## src/rtl/tune_player_if.sv

```systemverilog
// Control, table-programming and piezo signals of the tune player, bundled as one port.
// The master side drives commands and table writes; the slave side is the player.
interface tune_player_if #(
   parameter int NOTE_W = 4,
   parameter int PER_W  = 15,
   parameter int DUR_W  = 25
);
   logic              cfg_we;
   logic [NOTE_W-1:0] cfg_addr;
   logic [PER_W-1:0]  cfg_period;
   logic [DUR_W-1:0]  cfg_dur;
   logic [NOTE_W-1:0] last_idx;
   logic              go;
   logic              loop;
   logic              abort;
   logic              busy;
   logic              done;
   logic              piezo;
   logic              piezo_n;

   modport master (
      output cfg_we, cfg_addr, cfg_period, cfg_dur, last_idx, go, loop, abort,
      input  busy, done, piezo, piezo_n
   );

   modport slave (
      input  cfg_we, cfg_addr, cfg_period, cfg_dur, last_idx, go, loop, abort,
      output busy, done, piezo, piezo_n
   );
endinterface

```

## src/rtl/tune_player.sv

```systemverilog
// Table-driven piezo tune player: plays entries 0..last_idx of a programmable
// period/duration table, with rests, looping, abort and a go/busy/done handshake.
module tune_player #(
   parameter int NOTE_W   = 4,
   parameter int PER_W    = 15,
   parameter int DUR_W    = 25,
   parameter bit FAST_SIM = 1'b0
) (
   input logic          clk,
   input logic          rst_n,
   tune_player_if.slave bus
);
   localparam int DEPTH = 2 ** NOTE_W;
   localparam logic [DUR_W:0] STEP = FAST_SIM ? (DUR_W+1)'(16) : (DUR_W+1)'(1);

   typedef enum logic [0:0] {IDLE = 1'b0, PLAY = 1'b1} state_t;

   function automatic logic [PER_W-1:0] def_period(input int i);
      case (i)
         32'sd0:  def_period = PER_W'(32'd31888);
         32'sd1:  def_period = PER_W'(32'd23890);
         32'sd2:  def_period = PER_W'(32'd18960);
         32'sd3:  def_period = PER_W'(32'd15944);
         32'sd4:  def_period = PER_W'(32'd18960);
         32'sd5:  def_period = PER_W'(32'd15944);
         default: def_period = {PER_W{1'b0}};
      endcase
   endfunction

   function automatic logic [DUR_W-1:0] def_dur(input int i);
      case (i)
         32'sd0:  def_dur = DUR_W'(32'd8388608);
         32'sd1:  def_dur = DUR_W'(32'd8388608);
         32'sd2:  def_dur = DUR_W'(32'd8388608);
         32'sd3:  def_dur = DUR_W'(32'd12582912);
         32'sd4:  def_dur = DUR_W'(32'd4194304);
         32'sd5:  def_dur = DUR_W'(32'd16777216);
         default: def_dur = {DUR_W{1'b0}};
      endcase
   endfunction

   logic [PER_W-1:0]  per_tab_r [DEPTH];
   logic [DUR_W-1:0]  dur_tab_r [DEPTH];

   state_t            state_r, state_s;
   logic [NOTE_W-1:0] idx_r, idx_s;
   logic [NOTE_W-1:0] last_r, last_s;
   logic [PER_W-1:0]  per_r, per_s;
   logic [DUR_W-1:0]  dur_r, dur_s;
   logic [PER_W-1:0]  pc_r, pc_s;
   logic [DUR_W-1:0]  dc_r, dc_s;
   logic              busy_r, busy_s;
   logic              done_r, done_s;
   logic              piezo_r, piezo_s;
   logic              piezo_n_r, piezo_n_s;
   logic              pc_wrap_s;
   logic              note_end_s;

   // Note table: reset restores the fanfare; writes land in any state.
   always_ff @(posedge clk) begin
      if (!rst_n) begin
         for (int i = 32'sd0; i < DEPTH; i++) begin
            per_tab_r[i] <= def_period(i);
            dur_tab_r[i] <= def_dur(i);
         end
      end else if (bus.cfg_we) begin
         per_tab_r[bus.cfg_addr] <= bus.cfg_period;
         dur_tab_r[bus.cfg_addr] <= bus.cfg_dur;
      end
   end

   // Next-state, note sequencing and next output values.
   always_comb begin
      state_s    = state_r;
      idx_s      = idx_r;
      last_s     = last_r;
      per_s      = per_r;
      dur_s      = dur_r;
      pc_s       = pc_r;
      dc_s       = dc_r;
      done_s     = 1'b0;
      pc_wrap_s  = ({1'b0, pc_r} + (PER_W+1)'(1'b1)) >= {1'b0, per_r};
      note_end_s = ({1'b0, dc_r} + STEP) >= {1'b0, dur_r};
      case (state_r)
         IDLE: begin
            if (bus.go && !bus.abort) begin
               state_s = PLAY;
               last_s  = bus.last_idx;
               idx_s   = {NOTE_W{1'b0}};
               per_s   = per_tab_r[0];
               dur_s   = dur_tab_r[0];
               pc_s    = {PER_W{1'b0}};
               dc_s    = {DUR_W{1'b0}};
            end else begin
               state_s = IDLE;
            end
         end
         PLAY: begin
            if (bus.abort) begin
               state_s = IDLE;
            end else if (note_end_s) begin
               // Table reads see the pre-edge contents, so a same-cycle write loads the old entry.
               pc_s = {PER_W{1'b0}};
               dc_s = {DUR_W{1'b0}};
               if (idx_r != last_r) begin
                  idx_s = idx_r + NOTE_W'(1'b1);
                  per_s = per_tab_r[idx_r + NOTE_W'(1'b1)];
                  dur_s = dur_tab_r[idx_r + NOTE_W'(1'b1)];
               end else if (bus.loop) begin
                  idx_s = {NOTE_W{1'b0}};
                  per_s = per_tab_r[0];
                  dur_s = dur_tab_r[0];
               end else begin
                  state_s = IDLE;
                  done_s  = 1'b1;
               end
            end else begin
               pc_s = pc_wrap_s ? {PER_W{1'b0}} : pc_r + PER_W'(1'b1);
               dc_s = dc_r + STEP[DUR_W-1:0];
            end
         end
         default: begin
            state_s = IDLE;
         end
      endcase
      busy_s    = (state_s == PLAY);
      piezo_s   = busy_s && (pc_s < (per_s >> 1));
      piezo_n_s = busy_s && (per_s != {PER_W{1'b0}}) && !piezo_s;
   end

   // Playback state and registered outputs.
   always_ff @(posedge clk) begin
      if (!rst_n) begin
         state_r   <= IDLE;
         idx_r     <= {NOTE_W{1'b0}};
         last_r    <= {NOTE_W{1'b0}};
         per_r     <= {PER_W{1'b0}};
         dur_r     <= {DUR_W{1'b0}};
         pc_r      <= {PER_W{1'b0}};
         dc_r      <= {DUR_W{1'b0}};
         busy_r    <= 1'b0;
         done_r    <= 1'b0;
         piezo_r   <= 1'b0;
         piezo_n_r <= 1'b0;
      end else begin
         state_r   <= state_s;
         idx_r     <= idx_s;
         last_r    <= last_s;
         per_r     <= per_s;
         dur_r     <= dur_s;
         pc_r      <= pc_s;
         dc_r      <= dc_s;
         busy_r    <= busy_s;
         done_r    <= done_s;
         piezo_r   <= piezo_s;
         piezo_n_r <= piezo_n_s;
      end
   end

   assign bus.busy    = busy_r;
   assign bus.done    = done_r;
   assign bus.piezo   = piezo_r;
   assign bus.piezo_n = piezo_n_r;
endmodule
```

## src/flat_wrapper.sv

```systemverilog
// flat-port wrapper written by rule: the top's interface ports become plain ports
module tune_player_flat 
#(
   parameter int NOTE_W   = 4,
   parameter int PER_W    = 15,
   parameter int DUR_W    = 25,
   parameter bit FAST_SIM = 1'b0
)
  (clk, rst_n, bus_cfg_we, bus_cfg_addr, bus_cfg_period, bus_cfg_dur, bus_last_idx, bus_go, bus_loop, bus_abort, bus_busy, bus_done, bus_piezo, bus_piezo_n);
  tune_player_if #(.NOTE_W(NOTE_W), .PER_W(PER_W), .DUR_W(DUR_W)) bus_i ();
  input logic clk;
  input logic rst_n;
  input wire logic [$bits(bus_i.cfg_we)-1:0] bus_cfg_we;
  input wire logic [$bits(bus_i.cfg_addr)-1:0] bus_cfg_addr;
  input wire logic [$bits(bus_i.cfg_period)-1:0] bus_cfg_period;
  input wire logic [$bits(bus_i.cfg_dur)-1:0] bus_cfg_dur;
  input wire logic [$bits(bus_i.last_idx)-1:0] bus_last_idx;
  input wire logic [$bits(bus_i.go)-1:0] bus_go;
  input wire logic [$bits(bus_i.loop)-1:0] bus_loop;
  input wire logic [$bits(bus_i.abort)-1:0] bus_abort;
  output wire logic [$bits(bus_i.busy)-1:0] bus_busy;
  output wire logic [$bits(bus_i.done)-1:0] bus_done;
  output wire logic [$bits(bus_i.piezo)-1:0] bus_piezo;
  output wire logic [$bits(bus_i.piezo_n)-1:0] bus_piezo_n;
  assign bus_i.cfg_we = bus_cfg_we;
  assign bus_i.cfg_addr = bus_cfg_addr;
  assign bus_i.cfg_period = bus_cfg_period;
  assign bus_i.cfg_dur = bus_cfg_dur;
  assign bus_i.last_idx = bus_last_idx;
  assign bus_i.go = bus_go;
  assign bus_i.loop = bus_loop;
  assign bus_i.abort = bus_abort;
  assign bus_busy = bus_i.busy;
  assign bus_done = bus_i.done;
  assign bus_piezo = bus_i.piezo;
  assign bus_piezo_n = bus_i.piezo_n;
  tune_player #(.NOTE_W(NOTE_W), .PER_W(PER_W), .DUR_W(DUR_W), .FAST_SIM(FAST_SIM)) u_core (.clk(clk), .rst_n(rst_n), .bus(bus_i));
endmodule
```

## config.mk

```make
export PLATFORM = sky130hd
export DESIGN_NAME = tune_player_flat
export DESIGN_NICKNAME = d
export VERILOG_FILES = /design/src/rtl/tune_player_if.sv /design/src/rtl/tune_player.sv /design/src/flat_wrapper.sv
export SDC_FILE = /design/constraint.sdc
export NUM_CORES = 1
export LEC_CHECK = 0
export CAP_MARGIN = 30
export CORE_UTILIZATION = 40
export DETAILED_ROUTE_END_ITERATION = 16
export PLACE_DENSITY = 0.54
export SYNTH_ARGS = -nofsm -noshare
export SYNTH_HDL_FRONTEND = slang
export SYNTH_SLANG_ARGS = --single-unit
```

## constraint.sdc

```tcl
create_clock -name clk -period 7.05 [get_ports clk]
set_input_delay 1.7625 -clock clk [delete_from_list [all_inputs] [get_ports clk]]
set_output_delay 1.7625 -clock clk [all_outputs]
set_load 0.01 [all_outputs]
```

==> impl_results.md <==
* # nets final at around 2700
* # setup viols final at 0
* 1st-iter DRT viols at 1927
* HPWL Detailed at 62.26 mm
* Layout cell share with drive strength beyond 1 at 0.1668
* Vias per inst at 5.568
* Starting Density at 0.4035
* Worst slew margin at 0.3194
* Post-synth top area cell: edfxtp_1
* Max-cap viol count at 0
* FP Rows at 108
* CTS root buffer: clkbuf_16
* First-pass GRT wire length at between 100 and 150 mm
* Area after DPL at 37050 um2
* CTS clk-pin slew, worst paths at 0.06 ns
* Netlist cell types at 67
* Min Clock Period, post-route at 6.179 ns
* Total track usage at 0.2295
* Routed Antenna Nets at 0
* Critical Path Fanout Max at 11
* Port bufs at 57
* Clk_lat worst skew at ~0.63 ns
* Worst Skew at about 0.019 ns
* Mean Syn Cell Area at 13.85 um2
* Synth Flop Type: edfxtp_1
* Initial antenna violation count at 7
* Pwr/cell area at around 250 nW/um2
* Worst min path class: reg -> reg
* Worst reg2reg path depth at 27
* Startpoint Class: flip-flop
* Status: complete, no violations
* Final instance area at roughly 40000 um2
* CP endpoint kind: flip-flop
* Via count at 20964
* DRT Pass-1 Iters at 5
* Detailed Route WL at 100.9 mm
* Clock Sinks at 732
* CTS H-tree lvls at 3
* Most frequent cells after synthesis: edfxtp_1 (640), and2_1 (610), mux4_2 (187)
* RSZ-0062 raised after global routing: no
* Clock Path Buffers at 3
* Cell area after synthesis at 34950 um2
* Setup WS pre-CTS at ~0.88 ns
* CTS Buf Count at 82
* Top cell type's share of synthesized area at 0.5498
* Pleak at around 14 nW
* Die span in x at 297.6 um
* Syn Inst Count at 2524
* Clock tree from TritonCTS: built
* # hold bufs at CTS at 0
* Max Slew Vio Count at 0
* Yosys warnings at 0
* Sequential area share after synthesis at 0.6025
* Multi-input combinational cell area at 13180 um2
* Critical path class: reg -> reg
* # IOs at 58
* DRC violations left at 0
* Register area at 21060 um2
* Vias in the first global route at 21515
* Worst path required time at 7.56 ns
* VDD IR-drop max at 172.1 uV
* Peak Freq at 161.8 MHz
* Hold path cells at 2
* Die Area at 88570 um2
* Post-CTS setup buffers at 0
* Async set-reset flop share out of synthesis at 0
* Final hold viol count at 0
* Fin crit share at 0.8764
* Final setup TNS at 0 ns
* Gr ovfl total at 0
* Crit path setup slack, layout at 0.8713 ns
* Resized cells post-CTS at 0
* Most instantiated library cell after synthesis: edfxtp_1
* Crit path DAT at 6.69 ns
* Core area at 86620 um2
* Avg WL per Cell at 26.81 um
* Tot Pwr at 9.724 mW
* Die height at roughly 300 um
* Synthesis-stage register bit count at 732
* Worst slew pin tran at slightly above 1 ns
* Fillers at 7672
* Synth-to-layout area growth at 13.26%
* Post-synth EDFFs at 640
* Final Wtd Congestion at approximately 0.84
* Pin count of the biggest net entering global routing at 53
* Post-Syn Nets at 2634
* Top cells by area, synth: edfxtp_1 (55%), mux4_2 (12%), and2_1 (11%)
[registers in the layout, indices dropped and copies added (netlist names)]
signal,cells
u_core.bus.done,1
u_core.bus.piezo,1
u_core.bus.piezo_n,1
u_core.dc_r,25
u_core.dur_r,25
u_core.dur_tab_r,400
u_core.idx_r,4
u_core.last_r,4
u_core.pc_r,15
u_core.per_r,15
u_core.per_tab_r,240
u_core.state_r,1
[worst paths after layout]
check | startpoint | to | slack (ns)
worst min register to register | u_core.last_r[0] | u_core.last_r[0] | 0.48
worst max-delay path | u_core.dc_r[0] | u_core.bus.piezo_n | 0.87
worst min-delay path | u_core.last_r[0] | u_core.last_r[0] | 0.48
worst max register to register | u_core.dc_r[0] | u_core.bus.piezo_n | 0.87
[cell usage in the layout, fill, tap and decap left out, types with 12 or more instances in the layout]
cell | Yosys | final
nand2b_1 | 44 | 40
mux4_2 | 187 | 187
clkbuf_1 | 149 | 20
buf_4 | 9 | 67
nor2_1 | 131 | 118
o21ai_0 | 40 | 28
or3_1 | 18 | 18
xnor2_1 | 25 | 23
nand4_1 | 19 | 19
clkdlybuf4s50_1 | 0 | 56
ha_1 | 56 | 55
nand2_1 | 108 | 108
o21ai_4 | 1 | 13
dfxtp_1 | 92 | 91
edfxtp_1 | 640 | 640
inv_1 | 48 | 47
clkbuf_16 | 0 | 84
a21oi_1 | 34 | 34
and2_1 | 610 | 610
a22oi_1 | 22 | 22
clkinv_1 | 0 | 23
nand3_1 | 49 | 49
xor2_1 | 18 | 17
a211oi_1 | 29 | 29
mux2i_1 | 36 | 36
nor2_4 | 0 | 12
[stage by stage]
step / hold slack, ns / cells / util
global route: 0.4898 / 3763 / 0.4570
finish: 0.4761 / 3765 / 0.4570
global placement: 0.4686 / 3610 / 0.4270
floorplan: 0.4478 / 2524 / -
detailed placement: 0.4683 / 3613 / 0.4277
CTS: 0.4776 / 3761 / 0.4563
[logic make-up (layout without fill, tap and decap cells)]
logic type / count (synthesis) / count (layout) / share of synthesized area
flip-flops: 732 / 732 / 0.6025
AO/OA/AOI/OAI: 196 / 196 / 0.03913
AND/OR/NAND/NOR: 1030 / 1030 / 0.1672
XOR/XNOR: 44 / 44 / 0.01124
adder cells (fa/ha/maj): 56 / 56 / 0.02005
other: 0 / 2 / 0
multiplexers: 223 / 223 / 0.1308
buffers and inverters: 243 / 327 / 0.02907
[layout make-up]
class	instances	area share
Timing Repair Buffer	131	0.03110
Antenna cell	2	0.0001264
Sequential cell	732	0.5321
Clock inverter	44	0.007586
Tap cell	1155	0.03651
Inverter	48	0.004551
Clock buffer	104	0.05500
Multi-Input combinational cell	1549	0.3330
[worst max-delay path, stage by stage (launching register included)]
cell,delay (ns)
dfxtp_1,0.42
ha_1,0.23
nand4_1,0.17
or4_1,0.64
nor2_1,0.20
and3_2,0.25
and3_4,0.22
nand2_1,0.07
xnor2_1,0.19
ha_1,0.30
nand3_1,0.12
nor3_1,0.08
a2111oi_2,0.46
and2_4,0.28
nand2_1,0.12
nor3_2,0.40
buf_4,0.28
a22o_1,0.18
ha_1,0.25
a21o_1,0.16
a21o_1,0.17
a21oi_1,0.13
o21ai_0,0.09
a21oi_1,0.12
nand2_1,0.07
a31oi_1,0.16
o211ai_1,0.13
o311a_1,0.17
[power breakdown]
group / switching, mW / internal [mW] / leakage (nW)
clock network: 1.76 / 2.26 / 1.19
registers: 0.0765 / 4.94 / 6.88
logic: 0.437 / 0.245 / 5.46
[metal layers]
layer	global-route usage	vias to the layer above	wire, um
li1	-	9270	-
met1	0.3032	10841	41820
met2	0.3887	698	50060
met3	0.03666	147	6366
met4	0.06775	8	2641
met5	0	-	51
(Power assumes the default switching activity.)
